===== config.mk =====
export PLATFORM = sky130hd
export DESIGN_NAME = fetch_stage_flat
export DESIGN_NICKNAME = d
export VERILOG_FILES = /design/src/rtl/fetch_stage_if.sv /design/src/rtl/fetch_stage.sv /design/src/flat_wrapper.sv
export SDC_FILE = /design/constraint.sdc
export NUM_CORES = 1
export LEC_CHECK = 0
export BUFFER_PORTS_ARGS = -buffer_cell sky130_fd_sc_hd__buf_2
export CAP_MARGIN = 20
export CORE_ASPECT_RATIO = 1.4
export CORE_MARGIN = 10
export CORE_UTILIZATION = 30
export DETAILED_ROUTE_END_ITERATION = 8
export PLACE_DENSITY = 0.5
export SLEW_MARGIN = 20
export SYNTH_ARGS = -nofsm -noshare
export SYNTH_HDL_FRONTEND = slang
export SYNTH_SLANG_ARGS = --single-unit

===== constraint.sdc =====
create_clock -name clk -period 3.4 [get_ports clk]
set_input_delay 0.34 -clock clk [delete_from_list [all_inputs] [get_ports clk]]
set_output_delay 0.34 -clock clk [all_outputs]
set_load 0.005 [all_outputs]

===== src/rtl/fetch_stage_if.sv =====
// Instruction-memory request/response bus between the fetch stage (master)
// and instruction memory (slave).
//
// Handshake: a request is transferred on a rising edge where imem_req_o and
// imem_gnt_i are both high; imem_addr_o is only meaningful while imem_req_o
// is high. The response is the single later cycle with imem_rvalid_i high,
// with imem_rdata_i valid in that same cycle. Only one request may be
// outstanding, so responses carry no tag.
interface fetch_stage_if;
   logic        imem_req_o;
   logic [31:0] imem_addr_o;
   logic        imem_gnt_i;
   logic        imem_rvalid_i;
   logic [31:0] imem_rdata_i;

   modport master (
      output imem_req_o,
      output imem_addr_o,
      input  imem_gnt_i,
      input  imem_rvalid_i,
      input  imem_rdata_i
   );

   modport slave (
      input  imem_req_o,
      input  imem_addr_o,
      output imem_gnt_i,
      output imem_rvalid_i,
      output imem_rdata_i
   );
endinterface


===== src/rtl/fetch_stage.sv =====
// Instruction-fetch stage with integrated IF/ID register. Holds the PC,
// keeps at most one fetch in flight, parks a returned word in a skid
// register while the decode side is stalled, and redirects on taken
// branches. Responses to fetches overtaken by a redirect are discarded.
module fetch_stage #(
   parameter logic [31:0] RESET_PC  = 32'h0000_0000,
   parameter logic [31:0] NOP_INSTR = 32'h0000_0013
) (
   input  logic               clk,
   input  logic               reset_n,
   fetch_stage_if.master      imem,
   input  logic               stall_i,
   input  logic               flush_i,
   input  logic               branch_taken_i,
   input  logic [31:0]        branch_target_i,
   output logic [31:0]        IF_ID_instruction_o,
   output logic [31:0]        IF_ID_pc_o,
   output logic               IF_ID_valid_o,
   output logic [2:0]         dbg_state
);

   typedef enum logic [2:0] {
      BOOT = 3'd0,
      REQ  = 3'd1,
      WAIT = 3'd2,
      HOLD = 3'd3,
      DROP = 3'd4
   } state_t;

   state_t      state;
   logic [31:0] pc_q;
   logic [31:0] skid_q;

   logic [31:0] target_pc;
   logic [31:0] pc_inc;
   logic [31:0] load_word;
   logic        load_now;
   logic        unused_target_lsbs;

   // Redirect targets are word aligned; the low two bits are dropped.
   assign target_pc          = {branch_target_i[31:2], 2'b00};
   assign unused_target_lsbs = &{1'b0, branch_target_i[1:0]};
   assign pc_inc             = pc_q + 32'd4;

   // A word enters IF/ID when a live response arrives or the skid drains,
   // provided decode is not stalled and no redirect is in progress.
   assign load_now  = !branch_taken_i && !stall_i &&
                      (((state == WAIT) && imem.imem_rvalid_i) || (state == HOLD));
   assign load_word = (state == HOLD) ? skid_q : imem.imem_rdata_i;

   assign imem.imem_req_o  = (state == REQ);
   assign imem.imem_addr_o = pc_q;
   assign dbg_state        = state;

   // Fetch FSM: PC, outstanding-request tracking and skid buffer.
   always_ff @(posedge clk or negedge reset_n) begin
      if (!reset_n) begin
         state  <= BOOT;
         pc_q   <= RESET_PC;
         skid_q <= '0;
      end else begin
         case (state)
            BOOT: begin
               state <= REQ;
               if (branch_taken_i) pc_q <= target_pc;
            end
            REQ: begin
               if (branch_taken_i) begin
                  // An ungranted address may simply change; a granted one
                  // leaves a response that must be thrown away.
                  pc_q <= target_pc;
                  if (imem.imem_gnt_i) state <= DROP;
               end else if (imem.imem_gnt_i) begin
                  state <= WAIT;
               end
            end
            WAIT: begin
               if (branch_taken_i) begin
                  pc_q  <= target_pc;
                  state <= imem.imem_rvalid_i ? REQ : DROP;
               end else if (imem.imem_rvalid_i) begin
                  if (stall_i) begin
                     skid_q <= imem.imem_rdata_i;
                     state  <= HOLD;
                  end else begin
                     pc_q  <= pc_inc;
                     state <= REQ;
                  end
               end
            end
            HOLD: begin
               if (branch_taken_i) begin
                  pc_q  <= target_pc;
                  state <= REQ;
               end else if (!stall_i) begin
                  pc_q  <= pc_inc;
                  state <= REQ;
               end
            end
            DROP: begin
               if (branch_taken_i) pc_q <= target_pc;
               if (imem.imem_rvalid_i) state <= REQ;
            end
            default: state <= BOOT;
         endcase
      end
   end

   // IF/ID register: flush/redirect bubble, then stall hold, then new word.
   always_ff @(posedge clk or negedge reset_n) begin
      if (!reset_n) begin
         IF_ID_instruction_o <= NOP_INSTR;
         IF_ID_pc_o          <= '0;
         IF_ID_valid_o       <= 1'b0;
      end else if (flush_i || branch_taken_i) begin
         IF_ID_instruction_o <= NOP_INSTR;
         IF_ID_pc_o          <= '0;
         IF_ID_valid_o       <= 1'b0;
      end else if (stall_i) begin
         IF_ID_instruction_o <= IF_ID_instruction_o;
         IF_ID_pc_o          <= IF_ID_pc_o;
         IF_ID_valid_o       <= IF_ID_valid_o;
      end else if (load_now) begin
         IF_ID_instruction_o <= load_word;
         IF_ID_pc_o          <= pc_q;
         IF_ID_valid_o       <= 1'b1;
      end else begin
         IF_ID_instruction_o <= NOP_INSTR;
         IF_ID_pc_o          <= '0;
         IF_ID_valid_o       <= 1'b0;
      end
   end

endmodule


===== src/flat_wrapper.sv =====
// flat-port wrapper written by rule: the top's interface ports become plain ports
module fetch_stage_flat 
#(
   parameter logic [31:0] RESET_PC  = 32'h0000_0000,
   parameter logic [31:0] NOP_INSTR = 32'h0000_0013
)
  (clk, reset_n, stall_i, flush_i, branch_taken_i, branch_target_i, IF_ID_instruction_o, IF_ID_pc_o, IF_ID_valid_o, dbg_state, imem_imem_req_o, imem_imem_addr_o, imem_imem_gnt_i, imem_imem_rvalid_i, imem_imem_rdata_i);
  fetch_stage_if imem_i ();
  input  logic clk;
  input  logic reset_n;
  input  logic stall_i;
  input  logic flush_i;
  input  logic branch_taken_i;
  input  logic [31:0] branch_target_i;
  output logic [31:0] IF_ID_instruction_o;
  output logic [31:0] IF_ID_pc_o;
  output logic IF_ID_valid_o;
  output logic [2:0] dbg_state;
  output wire logic [$bits(imem_i.imem_req_o)-1:0] imem_imem_req_o;
  output wire logic [$bits(imem_i.imem_addr_o)-1:0] imem_imem_addr_o;
  input wire logic [$bits(imem_i.imem_gnt_i)-1:0] imem_imem_gnt_i;
  input wire logic [$bits(imem_i.imem_rvalid_i)-1:0] imem_imem_rvalid_i;
  input wire logic [$bits(imem_i.imem_rdata_i)-1:0] imem_imem_rdata_i;
  assign imem_imem_req_o = imem_i.imem_req_o;
  assign imem_imem_addr_o = imem_i.imem_addr_o;
  assign imem_i.imem_gnt_i = imem_imem_gnt_i;
  assign imem_i.imem_rvalid_i = imem_imem_rvalid_i;
  assign imem_i.imem_rdata_i = imem_imem_rdata_i;
  fetch_stage #(.RESET_PC(RESET_PC), .NOP_INSTR(NOP_INSTR)) u_core (.clk(clk), .reset_n(reset_n), .imem(imem_i), .stall_i(stall_i), .flush_i(flush_i), .branch_taken_i(branch_taken_i), .branch_target_i(branch_target_i), .IF_ID_instruction_o(IF_ID_instruction_o), .IF_ID_pc_o(IF_ID_pc_o), .IF_ID_valid_o(IF_ID_valid_o), .dbg_state(dbg_state));
endmodule

==> flow_metrics.py <==
metrics = {
    "status": {
        "outcome": "finished clean",
    },
    "logic_synthesis": {
        "synth_top_flop_cell": "dfrtp_1",
        "ys_seq_elements": 129,
        "ys_seq_area_share_pct": 54.1,
        "syn_avg_cell_area_um2": 10.7,
        "syn_area_um2": 5980,
        "synth_edf_count": 0,
        "yosys_warnings": 0,
        "yosysTopAreaCell": "dfrtp_1",
        "synthArstFlopShare_pct": 100,
        "yosys.cell_types.count": 62,
        "synth_cells": 557,
        "synth_top_area_share_pct": 52.7,
        "synth_area_leaders": "dfrtp_1 (53%), mux2_2 (5.8%), mux2i_1 (5.5%), a22o_1 (4.1%), o21ai_0 (3.9%)",
    },
    "finish": {
        "drive_gt1_share_pct": 35.9,
        "diodes": 0,
        "final_cells": 979,
        "fin_util_pct": 38.6,
        "nets": 786,
        "final_area_um2": 7630,
        "area_growth_pct": 27.6,
    },
    "critical_path": {
        "cp-end-kind": "register",
        "crit_path_start_kind": "register",
        "path_max_fanout": 35,
        "path_class": "reg2reg",
        "rr_worst_depth": 4,
        "crit_required_ps": 3720,
        "critPathArrivalTime_ps": 2750,
    },
    "floorplan": {
        "die_area_um2": 26100,
        "fp.dieW_um": 139,
        "ioPinCount": 172,
        "initial_core_util_pct": 30.2,
        "core-area_um2": 19800,
        "core.rowCount": 61,
        "die_h_um": 187,
    },
    "cts": {
        "cts_buffers": 17,
        "clock_sinks": 129,
        "cts-htree-levels": 4,
        "cts_root_buf": "clkbuf_16",
        "cts.reportedPaths.clkPinSlew_ps": 60,
        "clock_latency_ps": 420,
        "cts_tree": "yes",
        "cts.repair.resized": 0,
        "cts_setup_buffers": 0,
        "clk_path_buf_depth": 2,
    },
    "placement": {
        "dp_hpwl_um": 13800,
        "io_buffer_count": 167,
        "place.gp.congestion": 0.791,
        "place_area_um2": 7040,
        "placed_cells": 945,
    },
    "sta": {
        "finalSetupTns_ps": 0,
        "max_freq_ghz": 0.412,
        "setup_viol": 0,
        "final-hold-violation-count": 0,
        "period_share_pct": 71.4,
        "final-max-slew-violation-count": 0,
        "fin_skew_ps": 10.7,
        "period_needed_ps": 2430,
        "relSlewSlack_pct": 44.3,
        "worst_pin_slew_ps": 815,
        "rsz0062_at_grt": "false",
    },
    "route": {
        "ant_nets": 0,
        "drc": 0,
        "routed-via-count": 5014,
        "wire_per_inst_um": 19.6,
        "vias_per_cell": 5.12,
        "drtIter0Drc": 246,
        "wl_um": 19200,
        "dr.pass1.iters": 4,
    },
    "global_route": {
        "grt_util_all_layers_pct": 14.6,
        "grt_max_degree": 80,
        "grt_pass1_wl_um": 30600,
        "grt-ovfl-total": 0,
        "antenna_found_initial": 0,
        "grt_pass1_vias": 5350,
    },
    "power_and_ir_drop": {
        "vdd_ir_drop_max_v": 0.000272,
        "p_leak_nw": 3.81,
        "power_per_cell_area_nw_per_um2": 758,
    },
    "min_path": {
        "min_path_cells": 3,
        "hp-class": "in2reg",
    },
    "job": {
        "maxCapViolations": 0,
    },
}
==> Yosys cell counts (9+ instances only) <==
| cell type | count |
|---|---|
| mux2_2 | 31 |
| mux2i_1 | 33 |
| nand2_1 | 59 |
| nand3_1 | 17 |
| clkbuf_1 | 23 |
| a21oi_1 | 26 |
| nor2_1 | 32 |
| buf_2 | 11 |
| o22ai_1 | 9 |
| dfrtp_1 | 126 |
| nor3_1 | 9 |
| a22o_1 | 28 |
| o21ai_0 | 47 |
==> where the power goes <==
part | leakage, nW | switching [mW] | internal, mW
Clock | 0.278 | 0.723 | 1.01
Combinational | 1.87 | 0.883 | 0.770
Sequential | 1.67 | 0.441 | 1.95
Total | 3.81 | 2.05 | 3.73
==> area by class of cell <==
cell class,count,area [um^2]
clock buffer,17,425
clock inverter,15,136
fill,1992,12100
inverter,8,30.0
multi-input combinational,380,2540
sequential,129,3230
tap,252,315
timing repair buffer,178,952
==> cell families (layout without fill, tap and decap cells) <==
logic type | Yosys count | in the layout | synth area share, %
other | 1 | 2 | 0.0627
DFF | 129 | 129 | 54.1
and+or+nand+nor | 165 | 165 | 13.7
AOI/OAI and AO/OA | 147 | 147 | 16.8
muxes | 65 | 65 | 11.6
adders and majority gates | 1 | 1 | 0.209
buffers and inverters | 49 | 218 | 3.66
==> worst max-delay path, cell delays in order, from the launching register on <==
cell     delay, ps
dfrtp_1        520
a21oi_1        150
or2_2          500
or3_2          820
o21ai_0        310
==> final timing paths <==
check,start,end,slack (ps)
setup reg to reg,u_core.dbg_state[2]$_DFFE_PN0P_,u_core.IF_ID_instruction_o[29]$_DFFE_PN0P_,970
min in group asynchronous,reset_n,u_core.IF_ID_instruction_o[13]$_DFFE_PN0P_,540
max in group asynchronous,reset_n,u_core.IF_ID_valid_o$_DFFE_PN0P_,1930
hold reg to reg,u_core.IF_ID_instruction_o[15]$_DFFE_PN0P_,u_core.IF_ID_instruction_o[15]$_DFFE_PN0P_,480
hold / removal,branch_target_i[2],u_core.imem.imem_addr_o[2]$_DFFE_PN0P_,150
setup / recovery,u_core.dbg_state[2]$_DFFE_PN0P_,u_core.IF_ID_instruction_o[29]$_DFFE_PN0P_,970
==> what timing repair did <==
action                     4_1_cts  5_1_grt
hold buffers                     1        0
setup endpoints to repair        0        0
hold endpoints to repair         6        0
==> per-stage QoR <==
step           total power, mW  hold slack [ps]  worst slack [ps]
2_1_floorplan             3.38             44.4              1440
3_3_place_gp              4.03              432               720
3_5_place_dp              4.09              444               938
4_1_cts                   5.85              139               960
5_1_grt                   6.16              140               830
6_report                  5.78              153               971
==> state kept, by name, summed over array words and instances (netlist names) <==
register,cells
u_core.IF_ID_valid_o,1
u_core.imem.imem_addr_o,30
u_core.skid_q,32
u_core.IF_ID_instruction_o,32
u_core.dbg_state,3
u_core.IF_ID_pc_o,31
==> placed cells by master (no fill, tap or decap), types with 5 or more instances in the layout <==
cell	n
clkbuf_16	17
buf_4	8
o22ai_1	9
or3_1	5
buf_2	166
a22o_1	28
dfrtp_1	126
nor2_1	31
inv_1	7
a21oi_1	26
and3_1	6
o21ai_0	47
or2_2	5
mux2_2	31
nand2_1	59
nand3_1	17
nor3_1	9
mux2i_1	33
clkinv_4	6
==> routing by layer <==
layer / GRT usage, % / up-vias / wire [um]
met5: 0 / - / 0
met4: 4.95 / 0 / 304
met3: 4.88 / 21 / 1480
met2: 23.7 / 180 / 9090
met1: 17.6 / 2467 / 8340
li1: - / 2346 / -
Power figures use the tool's default switching activity.
